--- src/rtl/uart_tx_serializer.sv ---
// rtl/uart_tx_serializer.sv - UART transmit engine: 8N1 or 8-bit plus parity frame onto tx_o
module uart_tx_serializer #(
    parameter int CLK_FREQ     = 10_000_000,
    parameter int BAUD         = 9600,
    parameter int CLKS_PER_BIT = CLK_FREQ / BAUD,
    parameter int PARITY_EN    = 0,
    parameter int PARITY_ODD   = 0
) (
    input  logic       clk_i,
    input  logic       rst,
    input  logic [7:0] data_i,
    input  logic       send_i,
    output logic       tx_o,
    output logic       busy_o,
    output logic       done_o
);

    localparam int CW = $clog2(CLKS_PER_BIT);
    localparam logic [CW-1:0] CNT_MAX = CW'(CLKS_PER_BIT - 1);
    localparam logic HAS_PAR = (PARITY_EN != 0);
    localparam logic ODD     = (PARITY_ODD != 0);

    localparam logic [2:0] IDLE   = 3'd0;
    localparam logic [2:0] START  = 3'd1;
    localparam logic [2:0] DATA   = 3'd2;
    localparam logic [2:0] PARITY = 3'd3;
    localparam logic [2:0] STOP   = 3'd4;

    logic [2:0]    state;
    logic [CW-1:0] cnt;
    logic [2:0]    bit_idx;
    logic [7:0]    shift_reg;
    logic          par_bit;

    always_ff @(posedge clk_i) begin
        if (!rst) begin
            state     <= IDLE;
            cnt       <= '0;
            bit_idx   <= '0;
            shift_reg <= '0;
            par_bit   <= 1'b0;
            tx_o      <= 1'b1;
            busy_o    <= 1'b0;
            done_o    <= 1'b0;
        end else begin
            done_o <= 1'b0;
            if (state == IDLE) begin
                if (send_i) begin
                    shift_reg <= data_i;
                    par_bit   <= (^data_i) ^ ODD;
                    tx_o      <= 1'b0;
                    busy_o    <= 1'b1;
                    cnt       <= '0;
                    bit_idx   <= '0;
                    state     <= START;
                end
            end else if (cnt != CNT_MAX) begin
                cnt <= cnt + 1'b1;
            end else begin
                // Bit boundary: tx_o is only ever updated here, at accept, or at reset
                cnt <= '0;
                case (state)
                    START: begin
                        state <= DATA;
                        tx_o  <= shift_reg[0];
                    end
                    DATA: begin
                        shift_reg <= shift_reg >> 1;
                        bit_idx   <= bit_idx + 3'd1;
                        if (bit_idx == 3'd7) begin
                            if (HAS_PAR) begin
                                state <= PARITY;
                                tx_o  <= par_bit;
                            end else begin
                                state <= STOP;
                                tx_o  <= 1'b1;
                            end
                        end else begin
                            tx_o <= shift_reg[1];
                        end
                    end
                    PARITY: begin
                        state <= STOP;
                        tx_o  <= 1'b1;
                    end
                    STOP: begin
                        state  <= IDLE;
                        busy_o <= 1'b0;
                        done_o <= 1'b1;
                    end
                    default: begin
                        state  <= IDLE;
                        tx_o   <= 1'b1;
                        busy_o <= 1'b0;
                    end
                endcase
            end
        end
    end

endmodule

--- config.mk ---
export PLATFORM = sky130hd
export DESIGN_NAME = uart_tx_serializer
export DESIGN_NICKNAME = d
export VERILOG_FILES = /design/src/rtl/uart_tx_serializer.sv
export SDC_FILE = /design/constraint.sdc
export NUM_CORES = 1
export LEC_CHECK = 0
export ABC_AREA = 1
export CAP_MARGIN = 20
export CORE_MARGIN = 5
export CORE_UTILIZATION = 38
export CTS_BUF_LIST = sky130_fd_sc_hd__clkbuf_4
export CTS_CLUSTER_SIZE = 12
export DETAILED_ROUTE_END_ITERATION = 16
export PLACE_DENSITY = 0.58
export SETUP_SLACK_MARGIN = 0.15
export SYNTH_ARGS = -nofsm -noshare
export SYNTH_HDL_FRONTEND = slang
export SYNTH_SLANG_ARGS = --single-unit
--- constraint.sdc ---
create_clock -name clk_i -period 2.8 [get_ports clk_i]
set_clock_uncertainty 0.15 [all_clocks]
set_input_delay 0.28 -clock clk_i [delete_from_list [all_inputs] [get_ports clk_i]]
set_output_delay 0.28 -clock clk_i [all_outputs]
set_load 0.01 [all_outputs]
# [Word-level counts from Yosys, hierarchy flattened]
# Index checks and enable logic that the tools add are counted.
[word_totals] out_inout_bits=3 reg_bits=28
[op_classes] n_eq_ne=11 bitwise=1 reduce_logical=8 addsub=2 n_mux=26
[op_table] op="2-to-1 mux 11 bit" n=3
[op_table] op="2-to-1 mux 8 bit" n=4
[op_table] op="2-to-1 mux 3 bit" n=8
[op_table] op="AND reduction 3 bit" n=4
[op_table] op="adder 11 x 1 -> 11 bit, second input constant" n=1
[op_table] op="!= test 11 bit, second input constant" n=1
[op_table] op="2-to-1 mux 1 bit" n=9
[op_table] op="case mux 3 bit (3 select lines)" n=1
[op_table] op="== test 3 x 2 -> 1 bit, second input constant" n=2
[op_table] op="== test 3 bit, second input constant" n=2
[op_table] op="!= test 2 bit, second input constant" n=3
[op_table] op="OR reduction 3 bit" n=2
[op_table] op="adder 3 x 1 -> 3 bit, second input constant" n=1
[op_table] op="== test 3 x 1 -> 1 bit, second input constant" n=1
[op_table] op="zero test 3 bit" n=1
[op_table] op="!= test 3 bit, second input constant" n=1
[op_table] op="case mux 1 bit (3 select lines)" n=1
[op_table] op="!= test 2 x 1 -> 1 bit, second input constant" n=1
[op_table] op="nonzero test 2 bit" n=1
[op_table] op="NOT 1 bit" n=1

# [Logic depth before layout (Yosys ltp)]
[logic_depth] word_depth=5 mapped_depth=10 ltp_nobuf=10

# [Least setup slack after synthesis]
# Ideal clock, no wire load.
[synth_timing] path_type="register -> register" start="register cnt[0]" end="register shift_reg[1]" period_less_slack_ns=1.466 setup_time_ns=0.070 path_slack_ns=1.334 stages_incl_launch_ff=10 path_buffers=1 arrival_time_ns=1.246 path_cell_list="dfxtp_1 -> inv_1 -> ha_1 -> inv_1 -> nor2_2 -> nand3_4 -> nand2_4 -> buf_8 -> nand3_2 -> a21oi_2"
[synth_via] elab_chain_len=3
[synth_lines] element="start, declared" line="30" rtl="logic [CW-1:0] cnt;"
[synth_lines] element="start signal, assigned" line="58" rtl="cnt <= cnt + 1'b1;"
[synth_lines] element="!= test 11 bit" line="57" rtl="end else if (cnt != CNT_MAX) begin"
[synth_lines] element="!= test 2 bit (no line)"
[synth_lines] element="AND reduction 3 bit (no line)"
[synth_lines] element="end signal, assigned" line="49" rtl="shift_reg <= data_i;"
[synth_lines] element="end signal, assigned" line="68" rtl="shift_reg <= shift_reg >> 1;"
[synth_lines] element="end, declared" line="32" rtl="logic [7:0] shift_reg;"
# Every way passes these cells.
# A chain may end at the register's enable or synchronous reset.

# [Final worst setup path]
[layout_timing] start="register state[2]" end="register shift_reg[2]"
[layout_via] elab_chain_len=3 word_cells_on_any_way=7 cone_classes="eq/ne: 3; mux: 1; reduce/logical: 3"
[layout_lines] element="start, declared" line="29" rtl="logic [2:0] state;"
[layout_lines] element="start signal, assigned" line="37" rtl="state <= IDLE;"
[layout_lines] element="start signal, assigned" line="55" rtl="state <= START;"
[layout_lines] element="start signal, assigned" line="64" rtl="state <= DATA;"
[layout_lines] element="== test 3 x 2 -> 1 bit or zero test 3 bit (tied branches)" line="62, 47"
[layout_lines] element="nonzero test 2 bit (no line) or != test 2 bit (tied branches)"
[layout_lines] element="AND reduction 3 bit (no line)"
# Parallel ways exist; a longest one is shown, timed or not.

==> impl_results.md <==
- Outcome: complete, no violations
- Bufs on Longest Clock Path: 2
- Max layer used: met4
- Post-CTS sizing: 0
- Max reg flops: 11
- Gr ovfl total: 0
- Vias in the first global route: 1351
- Cell Rows: 23
- Worst vdd ir: 0.319 mV
- M1 WL: 1690 µm
- Die height: about 76 µm
- Max-slew violations: 0
- Worst-Margin Slew: 870 ps
- Final Cycle Share: 0.711
- Clock Tree Root: clkbuf_4
- P_leak: 0.743 nW
- Worst Path Max Fanout: 22
- Crit path capture type: flip-flop
- Hold path start: shift_reg[0]
- Syn_nets: 250
- RSZ-0062 raised after global routing: false
- Vias per cell: 4.93
- Largest net degree at the start of global routing: 23
- Commonest non-fill, non-tap cell in the layout: nand2_1
- Critical Path AT: 2050 ps
- Max Freq: 0.502 GHz
- I/O Buffers: 13
- Start point of the critical path: state[2]
- Cell variety after synth: 28
- Crit Path Class: reg -> reg
- Met3 wire length: 87 µm
- Hold Crit Class: reg -> reg
- Worst Path Buf+Inv: 3
- YS warnings: 0
- Antenna cell count: 0
- Cell Area, Synth: 1640 µm²
- Clock Latency Late Sink: 340 ps
- Final worst setup slack: 809 ps
- DP Cell Count: 290
- Die width: 75.6 µm
- Endpoints failing setup: 0
- Fin. Hold Viols: 0
- Worst hold slack: between 300 and 400 ps
- DRC Markers: 0
- Synthesized flop and latch total: 28
- Sequential area share after synthesis: 0.343
- Post-Synthesis Cells: ~240
- Worst path required time: 2860 ps
- Reg clk slew, reported paths: around 160 ps
- Hold Buf Count CTS: 0
- Final setup TNS: 0 ps
- CTS tree: yes
- Final Util: 0.440
- Cts bufs inserted: 3
- RD Place Congestion: 0.838
- DRT iter0 DRCs: 66
- Syn Area/Cell: 6.96 µm²
- Post-CTS setup buffer count: 0
- Final net count: 260
- CTS H-tree depth: 1
- R2r startpoint: state[2]
- P&R area growth vs syn: 9.94%
- HPWL Detailed: 2410 µm
- Met2 Wirelength: 1610 µm
- Total number of vias: 1449
- Fill cells: 463
- Slowest cell on the critical path: dfxtp_1
- Min cycle time layout: 1990 ps
- CP Launch Type: flip-flop
- Starting Density: 0.400
- DR WL/cell: 11.6 µm
- Max_cap viols: 0
- I/O pins: 14
- GRT Total Usage: 0.135
- Die ar.: 5720 µm²
- Non-filler cells, final: 294
- Final antenna-violating net count: 0
- Worst-path cell chain: inv_2 -> nand2_4 -> inv_4 -> nand2_4 -> nand3_2 -> inv_2 -> nand2_2 -> nand2_1 -> a21oi_2
- Layout cells sized above 1: 0.139
- Final wirelength: 3410 µm
- Slowest stage delay, CP: 450 ps
- Commonest non-fill, non-tap cells in the layout: nand2_1 (72), dfxtp_1 (28), inv_1 (23), nand3_1 (22), a21oi_1 (17)
- Place WS: 735 ps
- Pre-antenna DRT Iters: 4
- First-pass GRT wire length: 6060 µm
- CORE AREA: about 4100 µm²
- Initial antenna violation count: 0
- Clock Sinks: 28
- Top Family by Delay on Critical Path: simple AND/OR/NAND/NOR gates
- Rel. slew slack: 0.420
- PwrDens: approximately 850 nW/µm²
## cell type report
cell class                      instances  area [µm²]  share of cell area
Tap cell                               50        62.6              0.0348
Inverter                               28         108              0.0598
Multi-Input combinational cell        171         912               0.507
Timing Repair Buffer                   13         130              0.0723
Clock inverter                          1        3.75             0.00209
Sequential cell                        28         561               0.312
Clock buffer                            3        22.5              0.0125
## power breakdown
part | internal [mW] | switching, mW
combinational | 0.260 | 0.541
clock | 0.0525 | 0.126
sequential | 0.488 | 0.0583
## synthesized netlist by cell type
master    number  area [µm²]
inv_1         23        86.3
buf_4          1        7.51
nand3_2        8        80.1
nor2_2         2        12.5
or2_2          1        6.26
nor2_4         2        22.5
xor2_1         1        8.76
nor2_1        12        45.0
buf_8          1        15.0
a21oi_2        7        61.3
nand4_1        5        31.3
nand2_2        2        12.5
buf_6          1        11.3
buf_2          3        15.0
a21oi_1       17        85.1
dfxtp_1       28         561
o21ai_0        7        35.0
inv_4          1        6.26
nand3_1       22         110
nor3_1         2        10.0
nand2_4        3        33.8
clkbuf_1       2        7.51
ha_1           4        50.1
nand2_1       72         270
inv_2          4        15.0
nand3_4        1        17.5
o211ai_1       2        15.0
o21ai_1        1        5.00
## worst register-to-register path, stage by stage, from the launching register on
cell	delay (ps)
dfxtp_1	450
inv_2	100
nand2_4	260
inv_4	120
nand2_4	100
nand3_2	70
inv_2	230
nand2_2	220
nand2_1	120
a21oi_2	50
## path summary, 6_finish.rpt
path / to / slack (ps) / cells past startpoint
worst max-delay path: shift_reg[2] / 810 / 9
worst min-delay path: shift_reg[0] / 330 / 2
worst max register to register: shift_reg[2] / 810 / 9
worst min register to register: shift_reg[0] / 330 / 2
## metrics by stage
stage,cell area [µm²],power [mW]
2_1_floorplan,1640,1.25
3_3_place_gp,1770,1.36
3_5_place_dp,1770,1.37
4_1_cts,1800,1.55
5_1_grt,1800,1.68
6_report,1800,1.53
## per-layer routing
| metal | global-route usage | up-vias |
|---|---|---|
| met3 | 0.0317 | 2 |
| li1 | - | 775 |
| met4 | 0.0233 | 0 |
| met1 | 0.171 | 655 |
| met2 | 0.236 | 17 |
| met5 | 0 | - |
## logic make-up after synthesis
group	share of synthesized area
compound gates	0.123
xor+xnor	0.00535
fa+ha+maj	0.0306
buf+inv	0.100
flops	0.343
simple gates	0.398
No activity file was read; power rests on OpenSTA's default activity.
